===== src/rtl/car_sensor_ctrl.sv =====
// rtl/car_sensor_ctrl.sv - country-road loop debounce, vehicle request FSM and stuck-sensor detect
// Vehicle arrival counter is built only when CAR_SENSOR_COUNT_EN is defined.
module car_sensor_ctrl #(
    parameter int unsigned DEBOUNCE_CYC = 4,
    parameter int unsigned STUCK_CYC    = 200,
    parameter logic [2:0]  GREEN_CODE   = 3'd2
) (
    input  logic       CLOCK,
    input  logic       CLEAR,
    input  logic       LOOP_RAW,
    input  logic [2:0] CNTRY_SIG,
    input  logic       VEH_COUNT_CLR,
    output logic       CAR_ON_CNTRY_RD,
    output logic       SENSOR_FAULT,
    output logic [7:0] VEH_COUNT
);
    typedef enum logic [1:0] {
        S_IDLE,
        S_WAIT,
        S_SERVE,
        S_FAULT
    } state_t;

    localparam logic [3:0]  DEB_LAST   = 4'(DEBOUNCE_CYC - 1);
    localparam logic [15:0] STUCK_MAX  = 16'(STUCK_CYC);
    localparam logic [15:0] STUCK_LAST = 16'(STUCK_CYC - 1);

    // CLEAR asserts asynchronously but releases on a clock edge so all flops leave reset together.
    logic [1:0] rst_sync_q;
    logic       rst_n;

    always_ff @(posedge CLOCK or negedge CLEAR) begin
        if (!CLEAR) begin
            rst_sync_q <= 2'b00;
        end else begin
            rst_sync_q <= {rst_sync_q[0], 1'b1};
        end
    end

    assign rst_n = rst_sync_q[1];

    logic        loop_meta_q;
    logic        loop_sync_q;
    logic [3:0]  deb_cnt_q;
    logic [3:0]  deb_cnt_d;
    logic        filt_q;
    logic        filt_d;
    logic        filt_prev_q;
    logic [15:0] stuck_cnt_q;
    logic [15:0] stuck_cnt_d;
    state_t      state_q;
    state_t      state_d;
    logic        car_q;
    logic        fault_q;
    logic        arrival;
    logic        stuck;
    logic        green;

    always_ff @(posedge CLOCK or negedge rst_n) begin
        if (!rst_n) begin
            loop_meta_q <= 1'b0;
            loop_sync_q <= 1'b0;
        end else begin
            loop_meta_q <= LOOP_RAW;
            loop_sync_q <= loop_meta_q;
        end
    end

    // Filtered level flips only after DEBOUNCE_CYC consecutive disagreeing samples.
    always_comb begin
        deb_cnt_d = 4'd0;
        filt_d    = filt_q;
        if (loop_sync_q != filt_q) begin
            if (deb_cnt_q == DEB_LAST) begin
                filt_d = loop_sync_q;
            end else begin
                deb_cnt_d = deb_cnt_q + 4'd1;
            end
        end
    end

    always_comb begin
        stuck_cnt_d = 16'd0;
        if (filt_q) begin
            stuck_cnt_d = (stuck_cnt_q == STUCK_MAX) ? STUCK_MAX : stuck_cnt_q + 16'd1;
        end
    end

    always_ff @(posedge CLOCK or negedge rst_n) begin
        if (!rst_n) begin
            deb_cnt_q   <= 4'd0;
            filt_q      <= 1'b0;
            filt_prev_q <= 1'b0;
            stuck_cnt_q <= 16'd0;
        end else begin
            deb_cnt_q   <= deb_cnt_d;
            filt_q      <= filt_d;
            filt_prev_q <= filt_q;
            stuck_cnt_q <= stuck_cnt_d;
        end
    end

    assign arrival = filt_q & ~filt_prev_q;
    assign green   = (CNTRY_SIG == GREEN_CODE);
    // Current cycle is the STUCK_CYC-th consecutive filtered-high cycle.
    assign stuck   = filt_q && (stuck_cnt_q >= STUCK_LAST);

    always_comb begin
        state_d = state_q;
        if (stuck && (state_q != S_FAULT)) begin
            state_d = S_FAULT;
        end else begin
            case (state_q)
                S_IDLE: begin
                    if (arrival) state_d = S_WAIT;
                end
                S_WAIT: begin
                    if (green) state_d = S_SERVE;
                end
                S_SERVE: begin
                    if (!filt_q) begin
                        state_d = S_IDLE;
                    end else if (!green) begin
                        state_d = S_WAIT;
                    end
                end
                S_FAULT: begin
                    if (!filt_q) state_d = S_IDLE;
                end
                default: state_d = S_IDLE;
            endcase
        end
    end

    always_ff @(posedge CLOCK or negedge rst_n) begin
        if (!rst_n) begin
            state_q <= S_IDLE;
            car_q   <= 1'b0;
            fault_q <= 1'b0;
        end else begin
            state_q <= state_d;
            car_q   <= (state_d != S_IDLE);
            fault_q <= (state_d == S_FAULT);
        end
    end

    assign CAR_ON_CNTRY_RD = car_q;
    assign SENSOR_FAULT    = fault_q;

`ifdef CAR_SENSOR_COUNT_EN
    logic [7:0] veh_cnt_q;
    logic [7:0] veh_cnt_d;

    always_comb begin
        veh_cnt_d = veh_cnt_q;
        if (VEH_COUNT_CLR) begin
            veh_cnt_d = 8'd0;
        end else if (arrival && (veh_cnt_q != 8'hFF)) begin
            veh_cnt_d = veh_cnt_q + 8'd1;
        end
    end

    always_ff @(posedge CLOCK or negedge rst_n) begin
        if (!rst_n) begin
            veh_cnt_q <= 8'd0;
        end else begin
            veh_cnt_q <= veh_cnt_d;
        end
    end

    assign VEH_COUNT = veh_cnt_q;
`else
    logic unused_veh_count_clr;
    assign unused_veh_count_clr = VEH_COUNT_CLR;
    assign VEH_COUNT            = 8'd0;
`endif

endmodule


===== config.mk =====
export PLATFORM = sky130hd
export DESIGN_NAME = car_sensor_ctrl
export DESIGN_NICKNAME = d
export VERILOG_FILES = /design/src/rtl/car_sensor_ctrl.sv
export SDC_FILE = /design/constraint.sdc
export NUM_CORES = 1
export LEC_CHECK = 0
export CAP_MARGIN = 15
export CORE_MARGIN = 1
export CORE_UTILIZATION = 30
export DETAILED_ROUTE_END_ITERATION = 10
export GPL_ROUTABILITY_DRIVEN = 0
export SYNTH_ARGS = -nofsm -noshare
export SYNTH_HDL_FRONTEND = slang
export SYNTH_SLANG_ARGS = --single-unit

===== constraint.sdc =====
create_clock -name CLOCK -period 1.75 [get_ports CLOCK]
set_input_delay 0.175 -clock CLOCK [delete_from_list [all_inputs] [get_ports CLOCK]]
set_output_delay 0.175 -clock CLOCK [all_outputs]
set_load 0.005 [all_outputs]

==> metrics.md, run 1 <==
| Metric | Value |
|---|---|
| Largest net degree at the start of global routing | 29 |
| GRT Util Overall | between 10% and 20% |
| Critical Path Start Type | flip-flop |
| Post-DRT Antenna Nets | 0 |
| Die Y | ~70 um |
| Pleak | 0.698 nW |
| Synth Area per Inst | roughly 10 um2 |
| Share of cells above drive strength 1 | between 10% and 20% |
| Tmin final | 1680 ps |
| RR Endpoint | stuck_cnt_q[10] |
| Worst-skew pair later-pin latency | between 200 and 300 ps |
| Total power | 1.90 mW |
| Status | completed |
| Clk sinks | 30 |
| First DRT Iteration DRCs | 21 |
| Grt met3 use | approximately 2.5% |
| Setup Crit Path Kind | flip-flop to flip-flop |
| Start of the worst register-to-register path | stuck_cnt_q[11] |
| # diodes | 0 |
| CP endpoint kind | flip-flop |
| Detailed-route wire length per cell | 11.6 um |
| Worst hold slack | ~57 ps |
| Overflow after GRT | 0 |
| Ys Warns | 0 |
| Max-cap violations | 0 |
| Initial Util | 32.2% |
| Full die area | 0.00511 mm2 |
| Hold Crit Class | primary input to async pin |
| Placed Instance Area | around 0.0016 mm2 |
| CP arrival | around 1800 ps |
| Rows | 24 |
| Fillers | 438 |
| Pwr dens | ~1100 mW/mm2 |
| HPWL after DPL | 1670 um |
| Final hold violation count | 0 |
| Peak supply drop | ~0.62 mV |
| Area grow syn2layout | 16.1% |
| Clock transition at path regs | 60 ps |
| H-tree depth | 2 |
| Final Skew | 3.31 ps |
| Initial antenna violation count | 0 |
| First-pass GRT wire length | ~4400 um |
| Yosys reg bits | 30 |
| Post-DR vias/cell | 4.87 |
| Required @ worst endpoint | around 1900 ps |
| Place WS | ~78 ps |
| Final std cells w/o fill | around 210 |
| Synth Flop Type | dfrtp_1 |
| Vias in the first global route | 1009 |
| Vias after detailed routing | 1004 |
| Core Footprint | about 0.0045 mm2 |
| Peak Freq | a little under 600 MHz |
| Setup WS post-layout | 72.2 ps |
| Setup violators final | 0 |
| Mapped Area | 0.00145 mm2 |
| Post-CTS Hold Fix Bufs | 0 |
| RSZ-0062 raised after global routing | no |
| Num ports | 17 |
| CTS tree | done |
| R2R setup slack | 70 ps |
| Drt first pass iters | 4 |
| Nets | 163 |
| Gr busiest metal | met2 |
| Util after Layout | a little under two fifths |
| Setup tns final | 0 ps |
| Max Fanout on Critical Path | 10 |
| Die W | 71.5 um |
| Post-synth EDFFs | 0 |
| Post-Syn Instances | between 100 and 150 |
| CTS max path bufs | 2 |
| Post-synth cell types | 33 |
| GR met2 Demand/Resource | between 10% and 20% |
| Final period util | 95.9% |
| Slew Viols, Final | 0 |
| Number of remaining DRC errors | 0 |
| Final Routed Wirelength | 2390 um |
| Number of port buffers | 7 |
| R2R cell count | 5 |
| Root buffer cell | clkbuf_8 |
| Seq/Total Area, Yosys | 51.8% |
| Final instance area | around 0.0017 mm2 |
| Inserted Clock Buffers | 5 |
| Async SR Flop Fraction | 100% |
| DP Cell Count | 198 |
| Met1 Use GR | between 10 and 15% |
cell usage after synthesis (4+ instances only):
master / count / area (um2)
nor3_1: 7 / 35.0
buf_4: 8 / 60.1
nor2_1: 14 / 52.6
nand2_1: 7 / 26.3
dfrtp_1: 30 / 751
xnor2_1: 12 / 105
nand3_1: 7 / 35.0
o211ai_1: 4 / 30.0
inv_1: 5 / 18.8
nor4_1: 7 / 43.8
flip-flops by register name, summed over array words and instances, names as in the netlist:
name,flops
loop_meta_q,1
rst_sync_q,2
CAR_ON_CNTRY_RD,1
stuck_cnt_q,16
deb_cnt_q,4
state_q,2
filt_q,1
filt_prev_q,1
loop_sync_q,1
SENSOR_FAULT,1
layout make-up:
cell class	count	area [um2]	share of cell area, %
Multi-Input combinational cell	99	626	37.2
Inverter	5	18.8	1.12
Tap cell	52	65.1	3.87
Clock buffer	8	110	6.55
Timing Repair Buffer	12	111	6.62
Sequential cell	30	751	44.6
layout by cell type (no fill, tap or decap), drive strengths merged:
cell,n
dfrtp,30
nor2,14
xnor2,12
conb,9
clkbuf,8
nand2,8
nand3,8
nor3,7
nor4,7
clkdlybuf4s50,7
inv,5
buf,5
o211ai,4
o21ai,3
nand4,3
xor2,3
and2,3
ha,3
nand2b,2
a21oi,2
nor3b,2
or3,2
nand3b,1
nor2b,1
or3b,1
o21a,1
o41ai,1
a21boi,1
mux2,1
worst max-delay path by stage:
stage / start / end / cells past startpoint
after floorplan: stuck_cnt_q[10] / stuck_cnt_q[13] / 5
after global placement: stuck_cnt_q[11] / stuck_cnt_q[4] / 5
after detailed placement: CNTRY_SIG[1] / state_q[0] / 5
after CTS: stuck_cnt_q[11] / stuck_cnt_q[4] / 5
after global routing: stuck_cnt_q[11] / stuck_cnt_q[10] / 5
final: stuck_cnt_q[11] / stuck_cnt_q[10] / 5
cell families (layout without fill, tap and decap cells):
family          after synthesis  count (layout)  share of synthesized area [%]
flops                        30              30                           51.8
buf+inv                      16              25                           6.82
compound gates               12              12                           6.74
mux                           1               1                          0.777
xor+xnor                     15              15                           9.07
simple gates                 59              59                           21.7
fa+ha+maj                     3               3                           2.59
other cells                   2               9                          0.518
timing repair:
| item | in CTS | in global routing |
|---|---|---|
| buffers inserted | 0 | 0 |
| resized for setup | 0 | 1 |
| hold endpoints to repair | 0 | 0 |
| setup endpoints to repair | 0 | 4 |
metal layers:
layer	wire, um	part of all wire [%]
met1	1130	47
met2	1150	48
met3	64	2.7
met4	42	1.8
met5	0	0
power breakdown:
part	total [mW]	switching (mW)	internal (mW)
combinational	0.360	0.169	0.191
sequential	0.909	0.115	0.794
clock	0.631	0.235	0.396
total	1.90	0.519	1.38
critical path, stage by stage, from the launching register on:
cell and delay (ps):
dfrtp_1 430, nor4_1 320, nand2_1 180, o41ai_4 400, buf_6 190, nor2_1 60
Power figures use the tool's default switching activity.
==> inputs of run 2 (changes only) <==
Settings changed: RECOVER_POWER set to 50.
==> metrics.md, run 2 (same netlist as run 1, synthesis figures left out) <==
| Metric | Value |
|---|---|
| Status | completed |
| Start of the worst register-to-register path | stuck_cnt_q[11] |
| Worst Setup EP | stuck_cnt_q[10] |
| # diodes | 0 |
| Vias in the first global route | 1009 |
| Required @ worst endpoint | 1920 ps |
| Largest register FFs | 16 |
| Post-DR vias/cell | about 4.9 |
| Inserted Clock Buffers | 5 |
| Top flop regs | stuck_cnt_q x16, deb_cnt_q x4 |
| Most common cell after layout, fill and taps aside | dfrtp_1 |
| Relative slew slack | 55.6% |
| Hold Crit Class | primary input to async pin |
| Clk sinks | 30 |
| Peak supply drop | 0.619 mV |
| Setup tns final | 0 ps |
| Clock transition at path regs | 60 ps |
| Detailed-route wire length per cell | roughly 12 um |
| Largest Register | stuck_cnt_q |
| Worst-skew pair later-pin latency | 270 ps |
| Initial Util | 32.2% |
| H-tree depth | 2 |
| Pwr dens | 1130 mW/mm2 |
| CP endpoint kind | flip-flop |
| Largest net degree at the start of global routing | 29 |
| Critical Path Start Type | flip-flop |
| Overflow after GRT | 0 |
| Final hold violation count | 0 |
| Total power | 1.90 mW |
| R2R cell count | 5 |
| Rows | 24 |
| Number of port buffers | 7 |
| First-pass GRT wire length | 4380 um |
| Final period util | a little over nine tenths |
| Post-DRT Antenna Nets | 0 |
| Final instance area | 0.00168 mm2 |
| Drt first pass iters | 4 |
| CTS tree | done |
| CTS max path bufs | 2 |
| Max Fanout on Critical Path | 10 |
| Pleak | 0.698 nW |
| Vias after detailed routing | 1002 |
| Setup Crit Path Kind | flip-flop to flip-flop |
| Initial antenna violation count | 0 |
| Share of cells above drive strength 1 | 12.3% |
| Tmin final | ~1700 ps |
| Die W | 71.5 um |
| Most frequent cells in the layout | 30 x dfrtp_1, 14 x nor2_1, 12 x xnor2_1 |
| Full die area | 0.00511 mm2 |
| Worst Setup SP | stuck_cnt_q[11] |
| Final Skew | 3.31 ps |
| Setup violators final | 0 |
| Area grow syn2layout | 15.9% |
| Peak Freq | 596 MHz |
| HPWL after DPL | 1670 um |
| Final Routed Wirelength | 2390 um |
| First DRT Iteration DRCs | 21 |
| Core Footprint | 0.00450 mm2 |
| R2R setup slack | about 72 ps |
| GRT Util Overall | 11.0% |
| Slew @ Worst Pin | 666 ps |
| Die Y | 71.5 um |
| CP arrival | 1840 ps |
| Number of remaining DRC errors | 0 |
| Fillers | 437 |
| Root buffer cell | clkbuf_8 |
| Num ports | 17 |
| Nets | roughly 160 |
| Slew Viols, Final | 0 |
| RSZ-0062 raised after global routing | no |
| RR Endpoint | stuck_cnt_q[10] |
| Max-cap violations | 0 |
| Placed Instance Area | 0.00157 mm2 |
[run 2: cell types whose count changed in the layout (fill, tap and decap cells not counted), sizes merged]
cell	delta
buf	-1
clkbuf	+1
clkdlybuf4s50	-2
dlygate4sd3	+2
[run 2: critical path, stage by stage, from the launching register on]
cell and delay, ps:
dfrtp_1 430, nor4_1 320, nand2_1 180, o41ai_4 400, buf_6 190, nor2_1 60
[run 2: stage by stage]
stage,hold slack [ps],cells,util (%),setup WS (ps)
final,126,206,37.3,72.2
after global routing,125,206,37.3,12.0
after CTS,49.3,206,37.3,69.7
after detailed placement,246,198,34.8,78.2
after global placement,242,198,34.8,76.9
after floorplan,-121,145,-,233
[run 2: routing by layer]
layer / vias to the layer above / share of wire [%] / global-route usage, %
met5: - / 0 / 0
met4: 0 / 1.8 / 6.10
met3: 5 / 2.7 / 2.53
met2: 19 / 48 / 17.4
met1: 494 / 47 / 14.1
li1: 484 / - / -
[run 2: final cells by class]
cell class / count / area (um2) / share of cell area [%]
clock buffer: 8 / 110 / 6.56
inverter: 5 / 18.8 / 1.12
multi-input combinational: 99 / 626 / 37.3
sequential: 30 / 751 / 44.7
tap: 52 / 65.1 / 3.87
timing repair buffer: 12 / 109 / 6.48
[run 2: worst min path at each step]
stage                        from              to  slack (ps)  cells after the start
CTS                         CLEAR   rst_sync_q[0]          50                      1
finish                      CLEAR   rst_sync_q[0]         130                      1
floorplan                   CLEAR   rst_sync_q[0]        -120                      0
global route                CLEAR   rst_sync_q[0]         120                      1
global placement    rst_sync_q[1]  stuck_cnt_q[5]         240                      1
detailed placement  rst_sync_q[1]  stuck_cnt_q[5]         250                      1
[run 2: report_power, final]
part	internal (mW)	switching, mW
Sequential	0.794	0.115
Clock	0.396	0.235
Combinational	0.190	0.169
[run 2: what timing repair did]
item,in CTS,in global routing
setup endpoints to repair,0,4
resized for setup,0,1
hold buffers,0,0
buffers inserted,0,0
hold endpoints to repair,0,0
